### src/rtl/uart_tx_arbiter.sv
// Round-robin arbiter that serializes packets from two sources onto one UART transmitter.
// Each packet is framed as: length byte (4+len), 0x00, 0x00, type, payload MSB-first.
module uart_tx_arbiter #(
    parameter int unsigned PAYLOAD_BYTES = 8
) (
    input  logic                         sys_clk,
    input  logic                         rst_n,

    input  logic                         req0_valid,
    output logic                         req0_ready,
    input  logic [7:0]                   req0_type,
    input  logic [3:0]                   req0_len,
    input  logic [PAYLOAD_BYTES*8-1:0]   req0_payload,

    input  logic                         req1_valid,
    output logic                         req1_ready,
    input  logic [7:0]                   req1_type,
    input  logic [3:0]                   req1_len,
    input  logic [PAYLOAD_BYTES*8-1:0]   req1_payload,

    output logic                         uart_transmit,
    output logic [7:0]                   uart_tx_byte,
    input  logic                         uart_is_transmitting,

    output logic                         busy,
    output logic                         grant,
    output logic                         err_len
);

    localparam int unsigned PW = PAYLOAD_BYTES * 8;

    localparam logic [1:0] StIdle     = 2'd0;
    localparam logic [1:0] StSend     = 2'd1;
    localparam logic [1:0] StWaitBusy = 2'd2;
    localparam logic [1:0] StWaitDone = 2'd3;

    logic [1:0]    state_q, state_d;
    logic          last_grant_q, last_grant_d;
    logic          grant_q, grant_d;
    logic          busy_q, busy_d;
    logic          ready0_q, ready0_d;
    logic          ready1_q, ready1_d;
    logic          err_len_q, err_len_d;
    logic          transmit_q, transmit_d;
    logic [7:0]    tx_byte_q, tx_byte_d;
    logic [3:0]    idx_q, idx_d;
    logic [3:0]    total_q, total_d;
    logic [7:0]    type_q, type_d;
    logic [PW-1:0] shift_q, shift_d;

    logic          sel;
    logic [3:0]    sel_len;
    logic [7:0]    sel_type;
    logic [PW-1:0] sel_payload;
    logic          oversize;
    logic          accept_hold;
    logic [7:0]    cur_byte;

    // Pick the winning source: a tie goes to whichever source was not accepted last.
    always_comb begin
        sel = 1'b0;
        if (req0_valid && req1_valid) begin
            sel = ~last_grant_q;
        end else if (req1_valid) begin
            sel = 1'b1;
        end
        sel_len     = sel ? req1_len     : req0_len;
        sel_type    = sel ? req1_type    : req0_type;
        sel_payload = sel ? req1_payload : req0_payload;
        oversize    = 32'(sel_len) > PAYLOAD_BYTES;
        // While a ready pulse is out the source has not yet dropped valid; don't re-accept it.
        accept_hold = ready0_q | ready1_q;
    end

    // Frame byte for the current index; payload bytes come off the top of the shift register.
    always_comb begin
        case (idx_q)
            4'd0:       cur_byte = {4'h0, total_q};
            4'd1, 4'd2: cur_byte = 8'h00;
            4'd3:       cur_byte = type_q;
            default:    cur_byte = shift_q[PW-1 -: 8];
        endcase
    end

    // Next-state logic for the packet FSM and all registered outputs.
    always_comb begin
        state_d      = state_q;
        last_grant_d = last_grant_q;
        grant_d      = grant_q;
        busy_d       = busy_q;
        ready0_d     = 1'b0;
        ready1_d     = 1'b0;
        err_len_d    = 1'b0;
        transmit_d   = 1'b0;
        tx_byte_d    = tx_byte_q;
        idx_d        = idx_q;
        total_d      = total_q;
        type_d       = type_q;
        shift_d      = shift_q;

        case (state_q)
            StIdle: begin
                if (!accept_hold && (req0_valid || req1_valid)) begin
                    last_grant_d = sel;
                    ready0_d     = ~sel;
                    ready1_d     = sel;
                    if (oversize) begin
                        err_len_d = 1'b1;
                    end else begin
                        grant_d = sel;
                        busy_d  = 1'b1;
                        idx_d   = 4'd0;
                        total_d = 4'd4 + sel_len;
                        type_d  = sel_type;
                        shift_d = sel_payload;
                        state_d = StSend;
                    end
                end
            end
            StSend: begin
                // Holding here while the UART is busy covers a byte left over from before reset.
                if (!uart_is_transmitting) begin
                    transmit_d = 1'b1;
                    tx_byte_d  = cur_byte;
                    if (idx_q >= 4'd4) begin
                        shift_d = shift_q << 8;
                    end
                    state_d = StWaitBusy;
                end
            end
            StWaitBusy: begin
                if (uart_is_transmitting) begin
                    state_d = StWaitDone;
                end
            end
            StWaitDone: begin
                if (!uart_is_transmitting) begin
                    if (idx_q == total_q - 4'd1) begin
                        busy_d  = 1'b0;
                        state_d = StIdle;
                    end else begin
                        idx_d   = idx_q + 4'd1;
                        state_d = StSend;
                    end
                end
            end
            default: state_d = StIdle;
        endcase
    end

    // State registers with synchronous active-low reset.
    always_ff @(posedge sys_clk) begin
        if (!rst_n) begin
            state_q      <= StIdle;
            last_grant_q <= 1'b1;
            grant_q      <= 1'b0;
            busy_q       <= 1'b0;
            ready0_q     <= 1'b0;
            ready1_q     <= 1'b0;
            err_len_q    <= 1'b0;
            transmit_q   <= 1'b0;
            tx_byte_q    <= 8'h00;
            idx_q        <= 4'd0;
            total_q      <= 4'd0;
            type_q       <= 8'h00;
            shift_q      <= '0;
        end else begin
            state_q      <= state_d;
            last_grant_q <= last_grant_d;
            grant_q      <= grant_d;
            busy_q       <= busy_d;
            ready0_q     <= ready0_d;
            ready1_q     <= ready1_d;
            err_len_q    <= err_len_d;
            transmit_q   <= transmit_d;
            tx_byte_q    <= tx_byte_d;
            idx_q        <= idx_d;
            total_q      <= total_d;
            type_q       <= type_d;
            shift_q      <= shift_d;
        end
    end

    assign req0_ready    = ready0_q;
    assign req1_ready    = ready1_q;
    assign uart_transmit = transmit_q;
    assign uart_tx_byte  = tx_byte_q;
    assign busy          = busy_q;
    assign grant         = grant_q;
    assign err_len       = err_len_q;

endmodule

### config.mk
export PLATFORM = sky130hd
export DESIGN_NAME = uart_tx_arbiter
export DESIGN_NICKNAME = d
export VERILOG_FILES = /design/src/rtl/uart_tx_arbiter.sv
export SDC_FILE = /design/constraint.sdc
export NUM_CORES = 1
export LEC_CHECK = 0
export ABC_AREA = 0
export CORE_MARGIN = 2
export CORE_UTILIZATION = 47
export DETAILED_ROUTE_END_ITERATION = 8
export PLACE_DENSITY = 0.93
export SYNTH_ARGS = -nofsm -noshare
export SYNTH_HDL_FRONTEND = slang
export SYNTH_SLANG_ARGS = --single-unit
### constraint.sdc
create_clock -name sys_clk -period 4.08 [get_ports sys_clk]
set_input_delay 0.408 -clock sys_clk [delete_from_list [all_inputs] [get_ports sys_clk]]
set_output_delay 0.408 -clock sys_clk [all_outputs]
set_load 0.1 [all_outputs]
==> metrics.yaml <==
syn_area_um2: 5400
p_leak_nw: 2.62
synth.avg_cell_area_um2: 7.78
cts_root_buf: "clkbuf_16"
drive_gt1_frac: 0.0400
fin_worst_skew_ps: 5.48
ff2ff_path_depth: 9
path_class: "in -> reg"
cts_sinks: 97
worst_pin_slew_ps: 1410
core.rowCount: 39
total_power_mw: 4.66
grt_pass1_wl_mm: 24.5
cts_hold_buf: 0
overflow: 0
cp.required_ps: 4330
dpl-instance-area_um2: 7150
synth_cells: 694
yosysWarnings: 0
worstHoldStart: "shift_q[30]$_SDFFE_PN0P_"
yosysMostFrequentCell: "o21ai_0"
ys_seq_elements: 97
dr.pass1.iters: 5
slew_headroom: 0.0483
path_clk_slew_ps: 70
slowest_stage: "clkdlybuf4s50_1"
min_period_ps: 3270
grt_max_degree: 122
drv_slew: 0
via_per_inst: 5.86
async_reset_ff_frac: 0
regToRegEndpoint: "shift_q[6]$_SDFFE_PN0P_"
reg2reg_from: "last_grant_q$_SDFFE_PN1P_"
synth_top_area_frac: 0.359
die-area_um2: 12400
routedWlPerCell_um: 15.6
grt_setup_unrepaired: "no"
h-tree-depth: 3
design_area_um2: 7470
route.detailed.drc: 0
cpMostUsedCell: "mux2i_1"
layout.nets: 988
num_vias: 5669
finalSetupViolations: 0
cts-resized-gates: 0
hold_path_class: "reg -> reg"
area_growth_pct: 38.3
hold-path-endpoint: "shift_q[30]$_SDFFE_PN0P_"
core_um2: 11300
dieWidth_um: 111
arrival_ps: 3520
gp_congestion: 0.820
clock_latency_ps: 330
critPathMaxFanout: 48
cts_setup_buffers: 0
drtIter0Drc: 522
wl_mm: 15.1
dp_hpwl_mm: 10.4
hold_ws_ps: 475
synth.distinct_cells: 45
grt_usage: 0.234
p_per_area_nw_per_um2: 624
fmax_mhz: 306
crit_path_end_kind: "flop"
antenna_left: 0
fin_setup_tns_ps: 0
synth_area_leader_cell: "dfxtp_1"
pin_count: 171
cp_slowest_stage_delay_ps: 520
vdd_drop_max_uv: 529
synth_edf_count: 0
cts_buffer_depth: 2
grt_pass1_vias: 5182
fin_crit_sh: 0.801
holdPathStages: 2
reg2reg_setup_slack_ps: 1120
synth-main-ff-cell: "dfxtp_1"
synth.area.top_cells: "dfxtp_1, mux2i_1, o21ai_0"
cts_buffers: 9
crit_chain: "clkdlybuf4s50_1 -> a21boi_4 -> mux2i_1 -> ha_1 -> nor3b_1 -> mux2i_1 -> o221a_4 -> buf_12 -> or4_1 -> a21oi_1"
yosys-top-cells-count: "o21ai_0, dfxtp_1, nand2_1, a21oi_1, mux2i_1"
initial_utilization: 0.477
io_buffers: 170
antenna_found_initial: 0
die_h_um: 111
syn_nets: 862
tritoncts: "yes"
hold_viol_final: 0
ys_seq_area_frac: 0.359
maxCapViolations: 0
num_antenna_cells: 0
critPathLaunchType: "input port"
outcome: "finished, final reports clean"
-- metrics by stage --
stage	utilization	instances	worst slack, ps
after floorplan	-	694	832
after global placement	0.632	952	699
after detailed placement	0.632	952	517
after CTS	0.660	967	864
after global routing	0.660	967	642
final	0.660	967	814
-- routing by layer --
metal / up-vias / routed length, um / global-route usage / share of wire
met5: - / 0 / 0 / 0
met4: 0 / 194 / 0.0527 / 0.013
met3: 20 / 842 / 0.0399 / 0.056
met2: 233 / 7670 / 0.413 / 0.51
met1: 2658 / 6390 / 0.300 / 0.42
li1: 2758 / - / - / -
-- where the power goes --
group	internal [mW]	switching, mW
clock network	0.553	0.341
registers	1.27	0.182
logic	0.787	1.53
total	2.61	2.05
-- worst max-delay path by stage --
stage,from,to,slack (ps),cells after the start
floorplan,req1_valid,shift_q[7]$_SDFFE_PN0P_,830,13
global placement,req1_valid,shift_q[3]$_SDFFE_PN0P_,700,10
detailed placement,req1_valid,shift_q[9]$_SDFFE_PN0P_,520,10
CTS,req1_valid,shift_q[9]$_SDFFE_PN0P_,860,10
global route,req1_valid,shift_q[9]$_SDFFE_PN0P_,640,10
finish,req1_valid,shift_q[6]$_SDFFE_PN0P_,810,10
-- critical path: cells and delay by family --
kind / cells / cell delay [ps]
AOI/OAI and AO/OA: 3 / 890
buffers and inverters: 2 / 740
and+or+nand+nor: 2 / 740
muxes: 2 / 500
adders and majority gates: 1 / 190
-- area by class of cell --
class                           instances  area, um2
Fill cell                             926       3850
Multi-Input combinational cell        524       3210
Sequential cell                        97       1940
Timing Repair Buffer                  179       1780
Clock buffer                           11        243
Tap cell                              143        179
Clock inverter                          4       76.3
Inverter                                9       33.8
-- layout by cell type (no fill, tap or decap), types with 3 or more instances in the layout --
cell and n:
a211oi_1 9, a21oi_1 69, a22o_1 6, a22oi_1 5
a311oi_1 10, a32oi_1 4, buf_4 8, clkbuf_16 9
clkdlybuf4s50_1 170, dfxtp_1 97, ha_1 10, inv_1 8
mux2i_1 68, nand2_1 82, nand3_1 59, nor2_1 29
nor2b_1 4, nor3_1 3, o211ai_1 5, o21ai_0 125
or4_1 9
-- registers in the layout (all words and copies together) (netlist names) --
register       cells
state_q            2
type_q             8
shift_q           64
idx_q              4
total_q            4
grant              1
err_len            1
req1_ready         1
busy               1
uart_transmit      1
last_grant_q       1
req0_ready         1
uart_tx_byte       8
-- kinds of logic after synthesis --
group | Yosys count | synth area share
buffers and inverters | 73 | 0.0556
adders and majority gates | 11 | 0.0255
DFF | 97 | 0.359
muxes | 69 | 0.128
xor gates and xnor gates | 5 | 0.0107
AOI/OAI and AO/OA | 246 | 0.260
and+or+nand+nor | 193 | 0.160
(Power assumes the default switching activity.)
